File: src/rtl/ccff_driver_pkg.sv
// Shared definitions for the ccff chain driver.
//   state_t    : driver FSM states
//   DEF_WORD_W : default bitstream word width
//   ERR_W      : width of the readback mismatch counter
package ccff_driver_pkg;

  localparam int unsigned DEF_WORD_W = 8;
  localparam int unsigned ERR_W      = 16;

  typedef enum logic [2:0] {
    ST_IDLE,
    ST_LOAD,
    ST_REPLAY,
    ST_VERIFY,
    ST_FINISH
  } state_t;

endpackage

File: src/rtl/ccff_word_serializer.sv
// Word-to-bit serializer for the ccff chain driver.
// Loads one word, presents it MSB first, one bit per shift.
// Ports:
//   prog_clk, prog_reset_n : clock / async active-low reset
//   i_load  : capture i_word (only issued while empty)
//   i_word  : word to serialize
//   i_shift : consume the bit currently on o_bit
//   i_clear : discard any remaining bits (truncated final word)
//   o_bit   : current bit; holds the last shifted bit while empty
//   o_empty : no bits left to shift
module ccff_word_serializer
  import ccff_driver_pkg::*;
#(
  parameter int unsigned WORD_W = DEF_WORD_W
) (
  input  logic              prog_clk,
  input  logic              prog_reset_n,
  input  logic              i_load,
  input  logic [WORD_W-1:0] i_word,
  input  logic              i_shift,
  input  logic              i_clear,
  output logic              o_bit,
  output logic              o_empty
);

  localparam int unsigned SCW = $clog2(WORD_W + 1);

  logic [WORD_W-1:0] r_sreg;
  logic [SCW-1:0]    r_cnt;
  logic              r_last;

  always_ff @(posedge prog_clk or negedge prog_reset_n) begin
    if (!prog_reset_n) begin
      r_sreg <= '0;
      r_cnt  <= '0;
      r_last <= 1'b0;
    end else begin
      if (i_shift) begin
        r_last <= r_sreg[WORD_W-1];
        r_sreg <= r_sreg << 1;
        r_cnt  <= r_cnt - SCW'(1);
      end
      if (i_clear) begin
        r_cnt <= '0;
      end
      if (i_load) begin
        r_sreg <= i_word;
        r_cnt  <= SCW'(WORD_W);
      end
    end
  end

  assign o_empty = (r_cnt == '0);
  // While empty the head line keeps the last bit that was shifted out.
  assign o_bit   = o_empty ? r_last : r_sreg[WORD_W-1];

endmodule

File: src/rtl/ccff_chain_driver.sv
// Drives a configuration-flop (ccff) chain from a word-wide bitstream,
// with an optional replay/readback pass that counts mismatches seen on
// the chain tail.
// Ports:
//   prog_clk, prog_reset_n : programming clock / async active-low reset
//   start, verify          : load request (IDLE only) and readback select
//   bs_data, bs_valid      : bitstream word input, MSB shifted first
//   bs_ready               : word accepted when bs_valid && bs_ready
//   replay_req             : pulse asking upstream to restart from word 0
//   ccff_head, ccff_shift_en : serial data / shift enable to chain head
//   ccff_tail              : serial data from chain tail
//   busy, done             : not IDLE / one-cycle completion pulse
//   err_count              : saturating readback mismatch count
module ccff_chain_driver
  import ccff_driver_pkg::*;
#(
  parameter int unsigned CHAIN_LEN = 36,
  parameter int unsigned WORD_W    = DEF_WORD_W
) (
  input  logic              prog_clk,
  input  logic              prog_reset_n,
  input  logic              start,
  input  logic              verify,
  input  logic [WORD_W-1:0] bs_data,
  input  logic              bs_valid,
  output logic              bs_ready,
  output logic              replay_req,
  output logic              ccff_head,
  output logic              ccff_shift_en,
  input  logic              ccff_tail,
  output logic              busy,
  output logic              done,
  output logic [ERR_W-1:0]  err_count
);

  localparam int unsigned      CNT_W    = $clog2(CHAIN_LEN + 1);
  localparam logic [CNT_W-1:0] LAST_BIT = CNT_W'(CHAIN_LEN - 1);
  localparam logic [CNT_W-1:0] ALL_BITS = CNT_W'(CHAIN_LEN);

  state_t           r_state;
  state_t           w_next;
  logic [CNT_W-1:0] r_bitcnt;
  logic             r_verify;
  logic [ERR_W-1:0] r_err;

  logic w_active;
  logic w_empty;
  logic w_ser_bit;
  logic w_ready;
  logic w_accept;
  logic w_shift;
  logic w_last;

  assign w_active = (r_state == ST_LOAD) || (r_state == ST_VERIFY);
  assign w_ready  = w_active && w_empty && (r_bitcnt != ALL_BITS);
  assign w_accept = w_ready && bs_valid;
  assign w_shift  = w_active && !w_empty;
  assign w_last   = w_shift && (r_bitcnt == LAST_BIT);

  // The serializer is flushed on the final chain bit so the tail of a
  // partially used last word is dropped.
  ccff_word_serializer #(
    .WORD_W (WORD_W)
  ) u_ser (
    .prog_clk     (prog_clk),
    .prog_reset_n (prog_reset_n),
    .i_load       (w_accept),
    .i_word       (bs_data),
    .i_shift      (w_shift),
    .i_clear      (w_last),
    .o_bit        (w_ser_bit),
    .o_empty      (w_empty)
  );

  always_ff @(posedge prog_clk or negedge prog_reset_n) begin
    if (!prog_reset_n) begin
      r_state <= ST_IDLE;
    end else begin
      r_state <= w_next;
    end
  end

  always_comb begin
    w_next = r_state;
    case (r_state)
      ST_IDLE:   if (start) w_next = ST_LOAD;
      ST_LOAD:   if (w_last) w_next = r_verify ? ST_REPLAY : ST_FINISH;
      ST_REPLAY: w_next = ST_VERIFY;
      ST_VERIFY: if (w_last) w_next = ST_FINISH;
      ST_FINISH: w_next = ST_IDLE;
      default:   w_next = ST_IDLE;
    endcase
  end

  always_ff @(posedge prog_clk or negedge prog_reset_n) begin
    if (!prog_reset_n) begin
      r_bitcnt <= '0;
      r_verify <= 1'b0;
      r_err    <= '0;
    end else begin
      if (r_state == ST_IDLE && start) begin
        r_bitcnt <= '0;
        r_verify <= verify;
        r_err    <= '0;
      end else if (r_state == ST_REPLAY) begin
        r_bitcnt <= '0;
      end else if (w_shift) begin
        r_bitcnt <= r_bitcnt + CNT_W'(1);
      end
      // Tail shows the bit loaded CHAIN_LEN shifts ago, aligned with head.
      if (r_state == ST_VERIFY && w_shift && (ccff_tail != w_ser_bit) &&
          (r_err != '1)) begin
        r_err <= r_err + ERR_W'(1);
      end
    end
  end

  assign bs_ready      = w_ready;
  assign ccff_head     = w_ser_bit;
  assign ccff_shift_en = w_shift;
  assign busy          = (r_state != ST_IDLE);
  assign done          = (r_state == ST_FINISH);
  assign replay_req    = (r_state == ST_REPLAY);
  assign err_count     = r_err;

endmodule

File: config.mk
export PLATFORM = sky130hd
export DESIGN_NAME = ccff_chain_driver
export DESIGN_NICKNAME = d
export VERILOG_FILES = /design/src/rtl/ccff_driver_pkg.sv /design/src/rtl/ccff_word_serializer.sv /design/src/rtl/ccff_chain_driver.sv
export SDC_FILE = /design/constraint.sdc
export NUM_CORES = 1
export LEC_CHECK = 0
export ABC_AREA = 0
export ABC_CLOCK_PERIOD_IN_PS = 3200
export CAP_MARGIN = 20
export CORE_ASPECT_RATIO = 0.5
export CORE_MARGIN = 2
export CORE_UTILIZATION = 44
export CTS_CLUSTER_SIZE = 24
export DETAILED_ROUTE_END_ITERATION = 8
export GPL_TIMING_DRIVEN = 0
export MAX_ROUTING_LAYER = met4
export PLACE_DENSITY = 0.68
export SYNTH_ARGS = -nofsm -noshare
export SYNTH_HDL_FRONTEND = slang
export SYNTH_HIERARCHICAL = 1
export SYNTH_SLANG_ARGS = --single-unit
File: constraint.sdc
create_clock -name prog_clk -period 3.2 [get_ports prog_clk]
set_input_delay 0.64 -clock prog_clk [delete_from_list [all_inputs] [get_ports prog_clk]]
set_output_delay 0.64 -clock prog_clk [all_outputs]
set_load 0.03 [all_outputs]
==> impl_metrics.tcl, run 1 <==
set metrics [dict create \
    rrSetupSlack_ns 0.16 \
    reg2reg_to "err_count[10]" \
    cts.path.max_buffers 2 \
    min_path_type "in2async" \
    leakagePower_nw 1.20 \
    multi_input_area_sq_um 1160 \
    ys_seq_area_share_pct 44.3 \
    worstSetupStartpoint "u_ser/r_cnt[0]" \
    clock-sinks 39 \
    gp_congestion 0.748 \
    cp_cell_sequence "inv_1 > ha_1 > nor3b_4 > nor3b_4 > clkdlybuf4s50_1" \
    yosys_warnings 6 \
    diodes 0 \
    rsz0062_at_grt "false" \
    grtUsageTotal_pct 18.6 \
    routed_wl_mm 4.91 \
    vias 1822 \
    yosysUniqueCellTypes 46 \
    num_rows 18 \
    r2r_cells 10 \
    grt_pass1_vias 1717 \
    avgSynthCellArea_sq_um 10.3 \
    hold_viol 0 \
    cpMostUsedCell "nor3b_4" \
    maxSlewHeadroom_pct 41.3 \
    initial_core_util_pct 45.3 \
    cts_made_buffers 5 \
    first_iter_violations 62 \
    cts_tree "built" \
    setup_tns_ns 0 \
    wl_per_cell_um 15.0 \
    fp.dieArea_sq_um 5620 \
    async_reset_ff_share_pct 100 \
    tightest_slew_ns 0.880 \
    whs_ns 0.453 \
    antenna_found_initial 0 \
    syn_to_final_growth_pct 24.8 \
    grt_pass1_wl_mm 7.89 \
    clk_latency_ns 0.30 \
    drcViolationCount 0 \
    setup_viol 0 \
    period_share_pct 96.3 \
    critPathMaxFanout 12 \
    synth.largest_area_cell "dfrtp_1" \
    pin_count 36 \
    vdd_drop_max_mv 0.295 \
    portBuffers 35 \
    vias_per_cell 5.57 \
    drive_gt1_share_pct 11.7 \
    dieHeight_um 54.0 \
    cap_viol_max_count 0 \
    endpoint "ccff_shift_en" \
    cp-end-kind "output port" \
    final-seq-area_sq_um 976 \
    overflow 0 \
    slowest_delay_ns 0.77 \
    synth_top_cell_area_share_pct 44.3 \
    grt_max_degree 40 \
    synth_edf_count 0 \
    root_buffer "clkbuf_8" \
    skew_ns 0.0132 \
    cp_data_required_time_ns 2.56 \
    firstDrtPassIters 4 \
    regToRegStartpoint "u_ser/r_cnt[0]" \
    dp.final_hpwl_mm 3.33 \
    synth.cell_area_sq_um 2200 \
    path_clk_slew_ns 0.09 \
    final_net_count 275 \
    postRouteAntennaNets 0 \
    core-area_sq_um 4860 \
    fill_cells 441 \
    worst_ep_arrival_time_ns 2.44 \
    die_w_um 104 \
    ys_ff_latch 39 \
    synth_area_leaders "dfrtp_1, a221o_1, mux2i_1" \
    fmax_ghz 0.324 \
    powerDensity_nw_per_um2 615 \
    worstSetupStartpointType "flip-flop" \
    synthCells 213 \
    ys.flop_type "dfrtp_1" \
    status "complete, no violations" \
    syn_nets 232 \
    htree_levels 2 \
    critical_path.slowest_cell "clkdlybuf4s50_1" \
    crit_type "reg2out" \
    maxSlewViolCount 0 \
    min_period_ns 3.08 \
]
==> synthesized netlist by cell type, types with 3 or more instances <==
cell type	count
nor4b_1	4
buf_2	4
mux2_2	4
mux2i_1	10
a221o_1	12
xor2_1	5
nor2_1	12
dfrtp_1	39
nor3_1	16
nand4_1	6
nand2_1	20
nand3_1	5
o21ai_0	3
xnor2_1	4
and2_1	3
inv_1	9
nor4_1	5
o21ai_1	8
ha_1	5
==> cell type report <==
cell class	count	area share, %
sequential	39	35.5
clock buffer	6	2.64
timing repair buffer	36	12.8
clock inverter	2	0.455
tap	70	3.18
buffer	9	2.09
inverter	9	1.23
multi-input combinational	156	42.1
==> kinds of logic after synthesis <==
| logic type | share of synthesized area (%) |
|---|---|
| simple gates | 26.0 |
| buf+inv | 4.15 |
| mux | 7.10 |
| flops | 44.3 |
| compound gates | 12.0 |
| fa+ha+maj | 2.84 |
| xor+xnor | 3.58 |
==> timing repair <==
item                                    in CTS  in global routing
resized for setup                            2                  2
endpoints found under the setup margin       1                 12
hold buffers                                 0                  0
buffers inserted                             0                  1
==> state kept, by name, indices dropped and copies added, names as in the netlist <==
name / flops
u_ser/r_sreg: 8
r_state: 3
u_ser/r_last: 1
r_verify: 1
r_bitcnt: 6
err_count: 16
u_ser/r_cnt: 4
==> layer usage <==
layer / up-vias / wire [um] / track usage (%)
met4: 0 / 56 / 6.98
met3: 8 / 157 / 3.63
met2: 38 / 2330 / 31.6
li1: 881 / - / -
met1: 895 / 2370 / 22.8
met5: - / 0 / -
==> worst min path at each step <==
stage,start,end,cells past startpoint
3_5_place_dp,r_verify,r_verify,1
3_3_place_gp,u_ser/r_last,u_ser/r_last,1
2_1_floorplan,prog_reset_n,err_count[0],0
6_report,prog_reset_n,err_count[14],1
4_1_cts,prog_reset_n,err_count[15],1
5_1_grt,prog_reset_n,err_count[14],1
==> report_power, final <==
part,internal [W],leakage (nW),switching [W],total (W)
sequential,0.000610,0.515,0.000117,0.000727
combinational,0.000302,0.648,0.000321,0.000622
clock,0.000153,0.0412,0.000188,0.000341
==> through the flow <==
stage | cells | utilization [%] | power [W] | setup WS [ns] | area (sq um)
6_report | 327 | 56.5 | 0.00169 | 0.118 | 2750
5_1_grt | 327 | 56.5 | 0.00179 | 0.00251 | 2750
4_1_cts | 326 | 56.2 | 0.00169 | 0.0592 | 2730
3_5_place_dp | 318 | 54.2 | 0.00134 | 0.0702 | 2640
3_3_place_gp | 318 | 54.3 | 0.00131 | 0.121 | 2640
2_1_floorplan | 213 | - | 0.00117 | 0.177 | 2200
==> cell usage in the layout (no fill, tap or decap), types with 2 or more instances in the layout <==
| cell type | n |
|---|---|
| dfrtp_1 | 39 |
| clkdlybuf4s50_1 | 34 |
| nand2_1 | 20 |
| nor3_1 | 16 |
| a221o_1 | 12 |
| nor2_1 | 11 |
| mux2i_1 | 10 |
| inv_1 | 9 |
| o21ai_1 | 8 |
| nand4_1 | 6 |
| xor2_1 | 5 |
| nand3_1 | 5 |
| buf_2 | 5 |
| ha_1 | 5 |
| clkbuf_8 | 5 |
| mux2_2 | 4 |
| xnor2_1 | 4 |
| nor4b_1 | 4 |
| nor4_1 | 4 |
| and2_1 | 3 |
| clkbuf_1 | 3 |
| o21ai_0 | 3 |
| nor3b_4 | 2 |
| nor3b_1 | 2 |
| nand2b_1 | 2 |
| buf_6 | 2 |
| or4_1 | 2 |
| and4b_1 | 2 |
| a211o_1 | 2 |
| o21bai_1 | 2 |
| nor2b_1 | 2 |
| and4_1 | 2 |
| o31ai_1 | 2 |
| buf_4 | 2 |
==> critical path, delay by kind of cell (launching register included) <==
family,cells,cell delay [ns]
adder cells (fa/ha/maj),1,0.20
buffers and inverters,2,0.86
flip-flops,1,0.44
AND/OR/NAND/NOR,2,0.64
Power figures use the tool's default switching activity.
==> run 2, diff against run 1 <==
--- a/config.mk
+++ b/config.mk
@@ -9,13 +9,11 @@
 export ABC_CLOCK_PERIOD_IN_PS = 3200
 export CAP_MARGIN = 20
 export CORE_ASPECT_RATIO = 0.5
-export CORE_MARGIN = 2
 export CORE_UTILIZATION = 44
-export CTS_CLUSTER_SIZE = 24
 export DETAILED_ROUTE_END_ITERATION = 8
 export GPL_TIMING_DRIVEN = 0
 export MAX_ROUTING_LAYER = met4
-export PLACE_DENSITY = 0.68
+export PLACE_DENSITY_LB_ADDON = 0.25
 export SYNTH_ARGS = -nofsm -noshare
 export SYNTH_HDL_FRONTEND = slang
 export SYNTH_HIERARCHICAL = 1
==> impl_metrics.tcl, run 2 (synthesis results as in run 1) <==
set metrics [dict create \
    setup_slack_ns 0.129 \
    rrSetupSlack_ns 0.13 \
    die_w_um 102 \
    antenna_found_initial 0 \
    dieHeight_um 52.0 \
    grt_use_met3_pct 4.44 \
    holdBufCountCts 0 \
    whs_ns 0.462 \
    grt-busiest-layer "met2" \
    layout_common_cells "dfrtp_1, clkdlybuf4s50_1, nand2_1" \
    crit_type "reg2reg" \
    wl_per_cell_um 14.5 \
    fin_cells 325 \
    root_buffer "clkbuf_8" \
    fp.dieArea_sq_um 5310 \
    gr-usage-met2_pct 30.1 \
    period_share_pct 96.0 \
    postRouteAntennaNets 0 \
    dp_slack_ns 0.129 \
    core-area_sq_um 4590 \
    pin_count 36 \
    fin_util_pct 60.5 \
    final_common_cell "dfrtp_1" \
    clk_latency_ns 0.29 \
    drive_gt1_share_pct 12.4 \
    cp_data_required_time_ns 3.38 \
    endpoint "err_count[10]" \
    worst_ep_arrival_time_ns 3.25 \
    cts_made_buffers 5 \
    reg2reg_to "err_count[10]" \
    diodes 0 \
    largest_reg_flops 16 \
    portBuffers 35 \
    htree_levels 2 \
    cap_viol_max_count 0 \
    syn_to_final_growth_pct 26.1 \
    vias 1818 \
    dp.final_hpwl_mm 3.26 \
    p_total_w 0.00174 \
    drcViolationCount 0 \
    r2r_cells 10 \
    min_period_ns 3.07 \
    clock-sinks 39 \
    grt_max_degree 40 \
    min_path_type "in2async" \
    powerDensity_nw_per_um2 625 \
    setup_viol 0 \
    initial_core_util_pct 48.0 \
    grt_pass1_vias 1706 \
    tightest_slew_ns 0.888 \
    status "complete, no violations" \
    maxSlewHeadroom_pct 40.8 \
    critPathMaxFanout 10 \
    routed_wl_mm 4.72 \
    grtUsageTotal_pct 20.4 \
    skew_ns 0.00781 \
    grt_pass1_wl_mm 7.98 \
    first_iter_violations 60 \
    grt_use_met1_pct 27.8 \
    gp_congestion 0.800 \
    fmax_ghz 0.326 \
    leakagePower_nw 1.24 \
    worstSetupStartpoint "u_ser/r_cnt[0]" \
    cts.path.max_buffers 2 \
    hold_viol 0 \
    worstSetupStartpointType "flip-flop" \
    firstDrtPassIters 4 \
    overflow 0 \
    cp-end-kind "flip-flop" \
    final_net_count 277 \
    vdd_drop_max_mv 0.240 \
    placed_cells 314 \
    num_rows 17 \
    path_clk_slew_ns 0.08 \
    maxSlewViolCount 0 \
    vias_per_cell 5.59 \
    cts_tree "built" \
    regToRegStartpoint "u_ser/r_cnt[0]" \
]
[run 2: cell count changes in the layout (fill, tap and decap cells not counted)]
cell / delta
buf_4: +2
clkdlybuf4s50_1: -1
nor4_2: -1
clkinvlp_4: -1
nor4_1: +1
dlymetal6s2s_1: +1
nor4b_1: -1
nor4b_2: +1
clkbuf_8: +2
clkinv_2: -1
[run 2: metrics by stage]
step                      area, sq um  TNS [ns]
after floorplan                  2200         0
after global placement           2640         0
after detailed placement         2630         0
after CTS                        2740         0
after global routing             2780   -0.0166
final                            2780         0
[run 2: worst max-delay path, cell delays in order, from the launching register on]
cell	delay [ns]
dfrtp_1	0.43
inv_1	0.11
ha_1	0.16
nor3b_4	0.32
mux2_1	0.40
xnor2_1	0.16
or4b_4	0.49
buf_6	0.15
o21a_4	0.23
buf_6	0.14
a221o_1	0.34
[run 2: what timing repair did]
item / CTS / global route
gates resized for setup: 1 / 4
pin swaps: 0 / 1
setup buffers: 0 / 3
endpoints found under the setup margin: 1 / 14
[run 2: metal layers]
metal / part of all wire, % / wire length, um / vias to the layer above
li1: - / - / 886
met2: 46 / 2180 / 25
met1: 50 / 2370 / 902
met5: 0 / 0 / -
met3: 2.5 / 119 / 5
met4: 1.0 / 47 / 0
[run 2: layout make-up]
cell class | count | area, sq um
Timing Repair Buffer | 38 | 370
Buffer | 9 | 57.6
Inverter | 9 | 33.8
Multi-Input combinational cell | 156 | 1160
Fill cell | 398 | 1820
Clock buffer | 8 | 100
Tap cell | 66 | 82.6
Sequential cell | 39 | 976
[run 2: worst min path at each step]
stage,endpoint,cells after the start,from
6_report,err_count[0],1,prog_reset_n
5_1_grt,u_ser/r_last,1,u_ser/r_last
4_1_cts,err_count[0],1,prog_reset_n
3_5_place_dp,r_verify,1,r_verify
3_3_place_gp,u_ser/r_last,1,u_ser/r_last
2_1_floorplan,err_count[0],0,prog_reset_n
[run 2: where the power goes]
group	switching (W)	leakage, nW	internal [W]	total [W]
registers	0.000113	0.515	0.000610	0.000723
clock network	0.000173	0.0515	0.000197	0.000369
logic	0.000325	0.674	0.000319	0.000645
==> run 3, diff against run 2 <==
--- a/config.mk
+++ b/config.mk
@@ -6,7 +6,7 @@
 export NUM_CORES = 1
 export LEC_CHECK = 0
 export ABC_AREA = 0
-export ABC_CLOCK_PERIOD_IN_PS = 3200
+export ABC_CLOCK_PERIOD_IN_PS = 2500
 export CAP_MARGIN = 20
 export CORE_ASPECT_RATIO = 0.5
 export CORE_UTILIZATION = 44
@@ -18,3 +18,4 @@
 export SYNTH_HDL_FRONTEND = slang
 export SYNTH_HIERARCHICAL = 1
 export SYNTH_SLANG_ARGS = --single-unit
+export TNS_END_PERCENT = 20
==> constraint.sdc (replaced) <==
create_clock -name prog_clk -period 2.5 [get_ports prog_clk]
set_input_delay 0.5 -clock prog_clk [delete_from_list [all_inputs] [get_ports prog_clk]]
set_output_delay 0.5 -clock prog_clk [all_outputs]
set_load 0.03 [all_outputs]
==> impl_metrics.tcl, run 3 (synthesis results as in run 1) <==
set metrics [dict create \
    status "finished, violations left" \
    violations "setup timing" \
    pin_count 36 \
    clock-sinks 39 \
    cp_data_required_time_ns 2.67 \
    final_common_cell "dfrtp_1" \
    powerDensity_nw_per_um2 831 \
    min_path_type "in2async" \
    fin_util_pct 63.3 \
    vias_per_cell 5.60 \
    rrSetupSlack_ns -0.21 \
    cts_tree "built" \
    grtUsageTotal_pct 20.2 \
    dpl_cell_area_sq_um 2650 \
    first_iter_violations 83 \
    htree_levels 2 \
    vdd_drop_max_mv 0.512 \
    drive_gt1_share_pct 18.7 \
    worst_ep_arrival_time_ns 2.88 \
    vias 1872 \
    core-area_sq_um 4590 \
    tightest_slew_ns 0.863 \
    fp.dieArea_sq_um 5310 \
    rsz0062_at_grt "true" \
    leakagePower_nw 1.30 \
    portBuffers 35 \
    routed_wl_mm 4.79 \
    dp_slack_ns -0.476 \
    cts_made_buffers 5 \
    largest_reg_flops 16 \
    hold_viol 0 \
    crit_type "reg2reg" \
    cts.path.max_buffers 2 \
    critPathMaxFanout 5 \
    antenna_found_initial 0 \
    cp-end-kind "flip-flop" \
    layout_common_cells "dfrtp_1, clkdlybuf4s50_1, nand2_1" \
    worstSetupStartpointType "flip-flop" \
    fmax_ghz 0.370 \
    min_period_ns 2.71 \
    cap_viol_max_count 0 \
    dieHeight_um 52.0 \
    gp_congestion 0.797 \
    dp.final_hpwl_mm 3.24 \
    setup_tns_ns -2.60 \
    initial_core_util_pct 48.0 \
    maxSlewViolCount 0 \
    setup_slack_ns -0.206 \
    clk_latency_ns 0.29 \
    grt_pass1_wl_mm 7.91 \
    wl_per_cell_um 14.3 \
    postRouteAntennaNets 0 \
    die_w_um 102 \
    maxSlewHeadroom_pct 42.4 \
    root_buffer "clkbuf_8" \
    final_net_count 286 \
    period_share_pct 108 \
    r2r_cells 9 \
    skew_ns 0.00476 \
    syn_to_final_growth_pct 32.1 \
    design_area_sq_um 2910 \
    overflow 0 \
    grt_max_degree 40 \
    path_clk_slew_ns 0.08 \
    firstDrtPassIters 4 \
    grt_pass1_vias 1711 \
    drcViolationCount 0 \
    diodes 0 \
    setup_viol 16 \
    num_rows 17 \
]
run 3: metrics by stage:
step	hold slack [ns]	power, W	std cells
after floorplan	0.204	0.00151	213
after global placement	0.491	0.00169	314
after detailed placement	0.494	0.00173	314
after CTS	0.355	0.00234	327
after global routing	0.390	0.00257	334
final	0.316	0.00242	334
run 3: cell type report:
| class | instances | area, sq um |
|---|---|---|
| clock buffer | 6 | 82.6 |
| fill | 394 | 1680 |
| clock inverter | 2 | 35.0 |
| tap | 66 | 82.6 |
| sequential | 39 | 976 |
| timing repair buffer | 48 | 452 |
| multi-input combinational | 156 | 1200 |
| buffer | 8 | 52.6 |
| inverter | 9 | 33.8 |
run 3: report_power, final:
group / leakage, nW / total, W / switching (W) / internal, W
clock: 0.0612 / 0.000545 / 0.000222 / 0.000323
combinational: 0.722 / 0.000955 / 0.000465 / 0.000490
sequential: 0.515 / 0.000920 / 0.000139 / 0.000781
run 3: worst paths after layout:
check                                     from             to
worst max-delay path            u_ser/r_cnt[0]  err_count[10]
worst min-delay path              prog_reset_n    r_bitcnt[4]
worst max register to register  u_ser/r_cnt[0]  err_count[10]
worst min register to register        r_verify       r_verify
max in group asynchronous         prog_reset_n   err_count[9]
min in group prog_clk                 r_verify       r_verify
run 3: layer usage:
metal / global-route usage, % / wire, um
met5: - / 0
met4: 5.24 / 58
met3: 4.84 / 209
met2: 32.9 / 2310
met1: 25.5 / 2220
run 3: what timing repair did:
item / CTS / global route
buffers inserted: 6 / 6
endpoints found under the setup margin: 19 / 17
cloned: 0 / 1
hold buffers: 0 / 0
pin swaps: 2 / 9
gates resized for setup: 11 / 11
run 3: critical path, cell delays in order (launching register included):
cell	delay (ns)
dfrtp_1	0.39
inv_2	0.09
ha_4	0.12
nor3b_4	0.21
mux2_4	0.36
xnor2_4	0.14
or4b_4	0.54
o21a_4	0.26
buf_8	0.13
a221o_1	0.34
